==> src/rtl/nibble_loader_pkg.sv <==
// Shared types and sizing helpers for the nibble bank loader.
package nibble_loader_pkg;

  typedef enum logic [2:0] {
    IDLE,
    ENTRY,
    HOLD,
    GAP,
    DONE
  } state_t;

  localparam int DEF_HOLD_CYCLES = 8;
  localparam int DEF_GAP_CYCLES  = 4;

  // Timer must hold values up to max(hold, gap) - 1; never narrower than 1 bit.
  function automatic int timer_width(input int hold_cycles, input int gap_cycles);
    int max_val;
    max_val = ((hold_cycles > gap_cycles) ? hold_cycles : gap_cycles) - 1;
    timer_width = (max_val < 2) ? 1 : $clog2(max_val + 1);
  endfunction

  // Entry index must hold 0..num_entries-1; never narrower than 1 bit.
  function automatic int index_width(input int num_entries);
    index_width = (num_entries <= 2) ? 1 : $clog2(num_entries);
  endfunction

endpackage

==> src/rtl/nibble_bank_loader_hold_timer.sv <==
// Loadable down-counter with a zero flag; times both the ld-high and gap phases.
module hold_timer #(
  parameter int W = 3
) (
  input  logic         clk,
  input  logic         rst_n,
  input  logic         load,
  input  logic [W-1:0] load_val,
  input  logic         dec,
  output logic         zero
);

  logic [W-1:0] count_reg;

  // Load takes priority over decrement; the count saturates at zero.
  always_ff @(posedge clk or negedge rst_n) begin
    if (!rst_n) begin
      count_reg <= '0;
    end else if (load) begin
      count_reg <= load_val;
    end else if (dec && (count_reg != '0)) begin
      count_reg <= count_reg - 1'b1;
    end
  end

  assign zero = (count_reg == '0);

endmodule

==> src/rtl/nibble_bank_loader.sv <==
// Walks a captured word entry by entry, either holding ld with the nibble on
// data_out or pulsing inc, with an idle gap after every entry.
module nibble_bank_loader
  import nibble_loader_pkg::*;
#(
  parameter int NUM_ENTRIES = 3,
  parameter int DATA_W      = 4,
  parameter int HOLD_CYCLES = DEF_HOLD_CYCLES,
  parameter int GAP_CYCLES  = DEF_GAP_CYCLES
) (
  input  logic                          clk,
  input  logic                          rst_n,
  input  logic                          start,
  input  logic [NUM_ENTRIES*DATA_W-1:0] word,
  input  logic [NUM_ENTRIES-1:0]        skip_mask,
  output logic                          busy,
  output logic                          done,
  output logic                          ld,
  output logic                          inc,
  output logic [DATA_W-1:0]             data_out
);

  localparam int TW = timer_width(HOLD_CYCLES, GAP_CYCLES);
  localparam int IW = index_width(NUM_ENTRIES);

  // The ENTRY cycle already drives ld, so the timer covers the remaining
  // HOLD cycles after the first HOLD cycle: HOLD_CYCLES-2 down to 0.
  localparam logic [TW-1:0] HOLD_LOAD = TW'((HOLD_CYCLES > 1) ? HOLD_CYCLES - 2 : 0);
  localparam logic [TW-1:0] GAP_LOAD  = TW'(GAP_CYCLES - 1);
  localparam logic [IW-1:0] LAST_IDX  = IW'(NUM_ENTRIES - 1);

  state_t                        state_reg;
  logic [IW-1:0]                 idx_reg;
  logic [NUM_ENTRIES*DATA_W-1:0] word_reg;
  logic [NUM_ENTRIES-1:0]        mask_reg;
  logic                          busy_reg;
  logic                          done_reg;
  logic                          ld_reg;
  logic                          inc_reg;
  logic [DATA_W-1:0]             data_reg;

  logic          timer_load;
  logic          timer_dec;
  logic [TW-1:0] timer_val;
  logic          timer_zero;

  logic [IW-1:0]     idx_next;
  logic [DATA_W-1:0] nib_next;
  logic              skip_next;
  logic              is_last;
  logic              enter_hold;

  assign idx_next   = idx_reg + 1'b1;
  assign nib_next   = word_reg[idx_next*DATA_W +: DATA_W];
  assign skip_next  = mask_reg[idx_next];
  assign is_last    = (idx_reg == LAST_IDX);
  assign enter_hold = !mask_reg[idx_reg] && (HOLD_CYCLES > 1);

  hold_timer #(
    .W (TW)
  ) u_hold_timer (
    .clk      (clk),
    .rst_n    (rst_n),
    .load     (timer_load),
    .load_val (timer_val),
    .dec      (timer_dec),
    .zero     (timer_zero)
  );

  // Timer control: arm on leaving ENTRY or HOLD, count down inside HOLD and GAP.
  always_comb begin
    timer_load = 1'b0;
    timer_dec  = 1'b0;
    timer_val  = GAP_LOAD;
    case (state_reg)
      ENTRY: begin
        timer_load = 1'b1;
        if (enter_hold) begin
          timer_val = HOLD_LOAD;
        end
      end
      HOLD: begin
        if (timer_zero) begin
          timer_load = 1'b1;
        end else begin
          timer_dec = 1'b1;
        end
      end
      GAP:     timer_dec = 1'b1;
      default: ;
    endcase
  end

  // Sequencer: outputs are registered and set on the edge that enters each phase.
  always_ff @(posedge clk or negedge rst_n) begin
    if (!rst_n) begin
      state_reg <= IDLE;
      idx_reg   <= '0;
      word_reg  <= '0;
      mask_reg  <= '0;
      busy_reg  <= 1'b0;
      done_reg  <= 1'b0;
      ld_reg    <= 1'b0;
      inc_reg   <= 1'b0;
      data_reg  <= '0;
    end else begin
      case (state_reg)
        IDLE: begin
          if (start) begin
            word_reg  <= word;
            mask_reg  <= skip_mask;
            idx_reg   <= '0;
            busy_reg  <= 1'b1;
            data_reg  <= word[DATA_W-1:0];
            ld_reg    <= ~skip_mask[0];
            inc_reg   <= skip_mask[0];
            state_reg <= ENTRY;
          end
        end
        ENTRY: begin
          inc_reg <= 1'b0;
          if (enter_hold) begin
            state_reg <= HOLD;
          end else begin
            ld_reg    <= 1'b0;
            state_reg <= GAP;
          end
        end
        HOLD: begin
          if (timer_zero) begin
            ld_reg    <= 1'b0;
            state_reg <= GAP;
          end
        end
        GAP: begin
          if (timer_zero) begin
            if (is_last) begin
              done_reg  <= 1'b1;
              state_reg <= DONE;
            end else begin
              idx_reg   <= idx_next;
              data_reg  <= nib_next;
              ld_reg    <= ~skip_next;
              inc_reg   <= skip_next;
              state_reg <= ENTRY;
            end
          end
        end
        DONE: begin
          done_reg  <= 1'b0;
          busy_reg  <= 1'b0;
          data_reg  <= '0;
          idx_reg   <= '0;
          state_reg <= IDLE;
        end
        default: state_reg <= IDLE;
      endcase
    end
  end

  assign busy     = busy_reg;
  assign done     = done_reg;
  assign ld       = ld_reg;
  assign inc      = inc_reg;
  assign data_out = data_reg;

endmodule

==> config.mk <==
export PLATFORM = sky130hd
export DESIGN_NAME = nibble_bank_loader
export DESIGN_NICKNAME = d
export VERILOG_FILES = /design/src/rtl/nibble_loader_pkg.sv /design/src/rtl/nibble_bank_loader_hold_timer.sv /design/src/rtl/nibble_bank_loader.sv
export SDC_FILE = /design/constraint.sdc
export NUM_CORES = 1
export LEC_CHECK = 0
export CAP_MARGIN = 20
export CORE_AREA = 2 2 67 69
export CTS_CLUSTER_SIZE = 28
export DETAILED_ROUTE_END_ITERATION = 10
export DIE_AREA = 0 0 69 71
export GPL_TIMING_DRIVEN = 0
export SYNTH_ARGS = -nofsm -noshare
export SYNTH_HDL_FRONTEND = slang
export SYNTH_SLANG_ARGS = --single-unit
export TNS_END_PERCENT = 100
==> constraint.sdc <==
create_clock -name clk -period 5.3 [get_ports clk]
set_clock_uncertainty 0.1 [all_clocks]
set_input_delay 0.53 -clock clk [delete_from_list [all_inputs] [get_ports clk]]
set_output_delay 0.53 -clock clk [all_outputs]
set_load 0.03 [all_outputs]
==> impl_metrics.py, run 1 <==
metrics = {
    "synthesis": {
        "synth.distinct_cells": 38,
        "synth_seq_cells": 31,
        "ys_seq_area_frac": 0.480,
        "syn_area_um2": 1620,
        "synth_area_leaders": "dfrtp_1, mux2_2, a21oi_1",
        "synthCells": 152,
        "syn-num-nets": 173,
        "yosysWarnings": 0,
        "synth_area_per_cell_um2": 10.6,
        "yosysTopAreaCellShare": 0.480,
        "synth_area_leader_cell": "dfrtp_1",
        "synth_flop_cell": "dfrtp_1",
        "synthArstFlopShare": 1.00,
        "synth.most_common_cell": "dfrtp_1",
        "synth_common_cells": "dfrtp_1, mux2_2, nand2_1",
        "synth_edf_count": 0,
    },
    "worst_setup_path": {
        "end_kind": "flip-flop",
        "cp.buffers_inverters": 3,
        "required_ns": 5.36,
        "cp_cell_sequence": "buf_2 > inv_1 > ha_1 > buf_2 > mux2_2 > a22oi_1 > nor3_1 > a221o_1",
        "cp_common_cell": "buf_2",
        "critPathArrivalTime_ns": 2.28,
        "worstSetupStartpointType": "flip-flop",
        "cpMaxStageDelayCell": "mux2_2",
        "crit_type": "flip-flop to flip-flop",
        "cp_max_fo": 10,
        "cpPeakStageDelay_ns": 0.36,
        "cpLargestDelayFamily": "buffers and inverters",
    },
    "cts": {
        "cts-buffers-inserted": 5,
        "cts_setup_buffers": 0,
        "cts_buffer_depth": 2,
        "cts_hold_buf": 0,
        "cts_tree": "yes",
        "clkSinkCount": 31,
        "post_cts_resize_count": 0,
        "cts-root-buf": "clkbuf_8",
        "clkSlewWorstSetupHoldPaths_ns": 0.07,
        "clkLatencyLatePin_ns": 0.28,
        "htreeDepth": 2,
    },
    "detailed_routing": {
        "wl_met2_mm": 1.76,
        "ant_nets": 0,
        "wire_per_inst_um": 15.1,
        "vias": 1300,
        "vias_per_cell": 5.49,
        "drc": 0,
        "topRoutingLayerUsed": "met4",
        "drt-met1-wl_mm": 1.65,
        "wl_met3_um": 143,
        "dr.pass1.iters": 4,
        "drt_iter0_drc": 89,
        "detail_route.wirelength_mm": 3.59,
    },
    "power": {
        "comb_power_share": 0.519,
        "p_sw_w": 0.000481,
        "p_clk_frac": 0.153,
        "p_leak_nw": 0.893,
        "power.density_nw_per_um2": 599,
        "peakVddDrop_v": 0.000301,
        "cell_internal_pwr_w": 0.000746,
        "seqPwrFrac": 0.328,
        "swShare": 0.392,
    },
    "global_routing": {
        "grt_use_total": 0.163,
        "grt_pass1_vias": 1346,
        "grt_max_degree": 21,
        "grt_pass1_wl_mm": 6.38,
        "antenna_found_initial": 0,
        "overflow": 0,
    },
    "timing": {
        "worst_slack_ns": 3.08,
        "post-route-min-period_ns": 2.22,
        "timing.hold.ws_ns": 0.409,
        "rsz0062_at_grt": "false",
        "finalHoldViolCount": 0,
        "tightestPinTransition_ns": 0.648,
        "slew_headroom": 0.567,
        "setup-tns-final_ns": 0,
        "period_share": 0.418,
        "final-setup-viol-count": 0,
        "clock.fmax_mhz": 451,
        "slew_violations": 0,
    },
    "hold_path": {
        "hold_path.class": "flip-flop to flip-flop",
    },
    "placed_design": {
        "dp.cells": 230,
        "port_buffers": 25,
        "pre_cts_ws_ns": 2.78,
        "hpwl_mm": 2.66,
        "place_congestion": 0.845,
    },
    "layout": {
        "drive_above_1_share": 0.195,
        "largest_register_ffs": 12,
        "n_antenna_cell": 0,
        "layout.cells.non_filler": 237,
        "fillers": 387,
        "final_core_util": 0.487,
        "layout.nets": 206,
        "syn_to_final_growth_pct": 26.6,
    },
    "die": {
        "rows": 24,
        "fp.dieArea_um2": 4900,
        "start_util": 0.385,
        "ios": 26,
        "dieWidth_um": 69,
        "fp.dieH_um": 71,
        "core_area_um2": 4200,
    },
    "run": {
        "maxCapViolCount": 0,
    },
    "run_status": {
        "outcome": "finished, final reports clean",
    },
}
==> cells in the final DEF (no fill, tap or decap), drive strengths merged, types with 3 or more instances in the layout <==
cell type,synthesis,final
nand2,12,12
a221o,3,3
dfrtp,31,31
buf,9,10
nor2,11,11
a21oi,9,9
clkdlybuf4s50,0,25
o21ai,8,8
mux2,18,18
mux2i,4,4
nor3,5,5
ha,3,3
clkbuf,1,7
inv,8,8
a22oi,3,3
==> power groups by stage <==
stage          Sequential (W)  Clock [W]  Combinational, W
5_1_grt              0.000418   0.000203          0.000710
3_5_place_dp         0.000407          0          0.000639
4_1_cts              0.000403   0.000192          0.000642
3_3_place_gp         0.000403          0          0.000626
2_1_floorplan        0.000436          0          0.000433
6_report             0.000403   0.000187          0.000636
==> cell families after synthesis <==
family	after synthesis	share of synthesized area
flip-flops	31	0.480
AO/OA/AOI/OAI	38	0.160
AND/OR/NAND/NOR	40	0.127
buffers and inverters	18	0.0596
multiplexers	22	0.150
adder cells (fa/ha/maj)	3	0.0232
==> tightest hold or removal path, stage by stage, from the launching register on <==
cell	delay, ns
dfrtp_1	0.35
nand2_1	0.05
o21ai_0	0.07
==> through the flow <==
stage / cell area [um2] / total power, W
finish: 2050 / 0.00123
detailed placement: 1960 / 0.00105
CTS: 2050 / 0.00124
global route: 2050 / 0.00133
floorplan: 1620 / 0.000869
global placement: 1930 / 0.00103
==> final timing paths <==
kind / slack (ns) / startpoint / cells after the start / endpoint
max: 3.08 / idx_reg[0] / 8 / data_out[3]
min: 0.41 / data_out[0] / 2 / data_out[0]
max reg2reg: 3.08 / idx_reg[0] / 8 / data_out[3]
min reg2reg: 0.41 / data_out[0] / 2 / data_out[0]
max in group asynchronous: 4.03 / rst_n / 2 / word_reg[0]
min in group asynchronous: 0.55 / rst_n / 1 / done
==> cell type report <==
| type | count | area, um2 | area share |
|---|---|---|---|
| Buffer | 10 | 66.3 | 0.0324 |
| Clock buffer | 6 | 82.6 | 0.0403 |
| Clock inverter | 1 | 5.00 | 0.00244 |
| Inverter | 8 | 30.0 | 0.0147 |
| Multi-Input combinational cell | 103 | 744 | 0.364 |
| Sequential cell | 31 | 776 | 0.379 |
| Tap cell | 52 | 65.1 | 0.0318 |
| Timing Repair Buffer | 26 | 278 | 0.136 |
==> metal layers <==
metal | track usage | up-vias
li1 | - | 613
met1 | 0.205 | 644
met2 | 0.280 | 39
met3 | 0.0442 | 4
met4 | 0.0414 | 0
met5 | 0 | -
No activity file was read; power rests on OpenSTA's default activity.
==> run 2: changes to the inputs <==
Clock period 5.3 ns to 1.9 ns, I/O delays scaled along.
==> impl_metrics.py, run 2 (synthesis results as in run 1) <==
metrics = {
    "cts": {
        "clkSlewWorstSetupHoldPaths_ns": 0.07,
        "clkLatencyLatePin_ns": 0.28,
        "cts_tree": "yes",
        "cts-buffers-inserted": 5,
        "clkSinkCount": 31,
        "htreeDepth": 2,
        "cts_buffer_depth": 2,
        "cts-root-buf": "clkbuf_8",
    },
    "die": {
        "ios": 26,
        "dieWidth_um": 69,
        "rows": 24,
        "start_util": 0.385,
        "fp.dieArea_um2": 4900,
        "fp.dieH_um": 71,
        "core_area_um2": 4200,
    },
    "worst_setup_path": {
        "end_kind": "flip-flop",
        "critPathArrivalTime_ns": 1.96,
        "required_ns": 2.02,
        "worstSetupStartpointType": "flip-flop",
        "r2r_setup_slack_ns": 0.06,
        "crit_type": "flip-flop to flip-flop",
        "cp_max_fo": 7,
        "r2r_start": "u_hold_timer.count_reg[0]",
        "r2r_end": "data_out[2]",
        "cp-startpoint": "u_hold_timer.count_reg[0]",
        "reg2regPathDepth": 8,
    },
    "detailed_routing": {
        "vias": 1328,
        "vias_per_cell": 5.38,
        "wire_per_inst_um": 15.3,
        "ant_nets": 0,
        "drt_iter0_drc": 61,
        "detail_route.wirelength_mm": 3.77,
        "dr.pass1.iters": 4,
        "drc": 0,
    },
    "power": {
        "power.density_nw_per_um2": 1690,
        "p_clk_frac": 0.135,
        "seqPwrFrac": 0.310,
        "p_sw_w": 0.00143,
        "swShare": 0.389,
        "p_leak_nw": 0.939,
        "cell_internal_pwr_w": 0.00224,
        "comb_power_share": 0.556,
        "peakVddDrop_v": 0.000915,
        "p_total_w": 0.00367,
    },
    "layout": {
        "largest_register_ffs": 12,
        "n_antenna_cell": 0,
        "fillers": 403,
        "layout_common_cells": "dfrtp_1, clkdlybuf4s50_1, mux2_2",
        "multi_input_area_um2": 792,
        "syn_to_final_growth_pct": 34.0,
        "layout.nets": 215,
        "final_common_cell": "dfrtp_1",
        "final_core_util": 0.515,
        "drive_above_1_share": 0.262,
        "seqCellArea_um2": 776,
    },
    "placed_design": {
        "hpwl_mm": 2.66,
        "place_congestion": 0.841,
        "pre_cts_ws_ns": -0.287,
        "port_buffers": 25,
    },
    "hold_path": {
        "hold_path.class": "input pin to async pin",
    },
    "timing": {
        "rsz0062_at_grt": "true",
        "timing.hold.ws_ns": 0.137,
        "worst_slack_ns": 0.0584,
        "period_share": 0.969,
        "post-route-min-period_ns": 1.84,
        "tightestPinTransition_ns": 0.458,
        "finalHoldViolCount": 0,
        "final-setup-viol-count": 0,
        "clock.fmax_mhz": 543,
        "slew_violations": 0,
        "slew_headroom": 0.694,
    },
    "global_routing": {
        "antenna_found_initial": 0,
        "grt_use_total": 0.168,
        "grt_pass1_wl_mm": 6.50,
        "grt_max_degree": 22,
        "overflow": 0,
        "grt_pass1_vias": 1367,
    },
    "run": {
        "maxCapViolCount": 0,
    },
    "run_status": {
        "outcome": "finished, final reports clean",
    },
}
run 2: area by class of cell:
class | instances | share of cell area
multi-input cells | 103 | 0.366
repair buffers | 36 | 0.162
clock inverters | 1 | 0.00231
plain buffers | 9 | 0.0312
inverters | 8 | 0.0150
well taps | 52 | 0.0300
flip-flops and latches | 31 | 0.358
clock buffers | 7 | 0.0352
run 2: through the flow:
stage,cell area (um2),TNS [ns],std cells
floorplan,1630,0,152
global placement,1940,-2.63,229
detailed placement,1970,-3.10,231
CTS,2140,-0.00987,245
global route,2170,-0.0602,247
finish,2170,0,247
run 2: how the worst max path moves through the flow:
stage | to | slack (ns) | cells past startpoint
2_1_floorplan | data_out[3] | 0.008 | 8
3_3_place_gp | mask_reg[2] | -0.26 | 5
3_5_place_dp | word_reg[11] | -0.29 | 5
4_1_cts | data_out[3] | -0.01 | 8
5_1_grt | data_out[3] | -0.03 | 7
6_report | data_out[2] | 0.06 | 8
run 2: metal layers:
metal	global-route usage	vias up	routed length (um)
li1	-	633	-
met5	0	-	0
met4	0.0697	0	68
met2	0.279	29	1900
met3	0.0328	12	132
met1	0.215	654	1680
run 2: repair_timing:
action                                 CTS  global route
hold buffers                             0             0
pin swaps                                3             5
cloned                                   0             1
setup buffers                            6             2
resized for setup                        6             7
endpoints found under the hold margin    0             0
setup endpoints to repair               10             6
run 2: critical path: stages (launching register included):
cell	delay, ns
dfrtp_1	0.38
inv_1	0.08
ha_2	0.19
ha_4	0.17
nand4b_1	0.13
o32a_1	0.24
buf_6	0.15
nor3_1	0.20
a221o_1	0.14
run 2: power groups by stage:
stage | Combinational [W] | Clock (W) | Sequential (W)
finish | 0.00204 | 0.000494 | 0.00114
global route | 0.00226 | 0.000545 | 0.00118
CTS | 0.00199 | 0.000506 | 0.00114
detailed placement | 0.00182 | 0 | 0.00114
global placement | 0.00179 | 0 | 0.00113
floorplan | 0.00125 | 0 | 0.00122
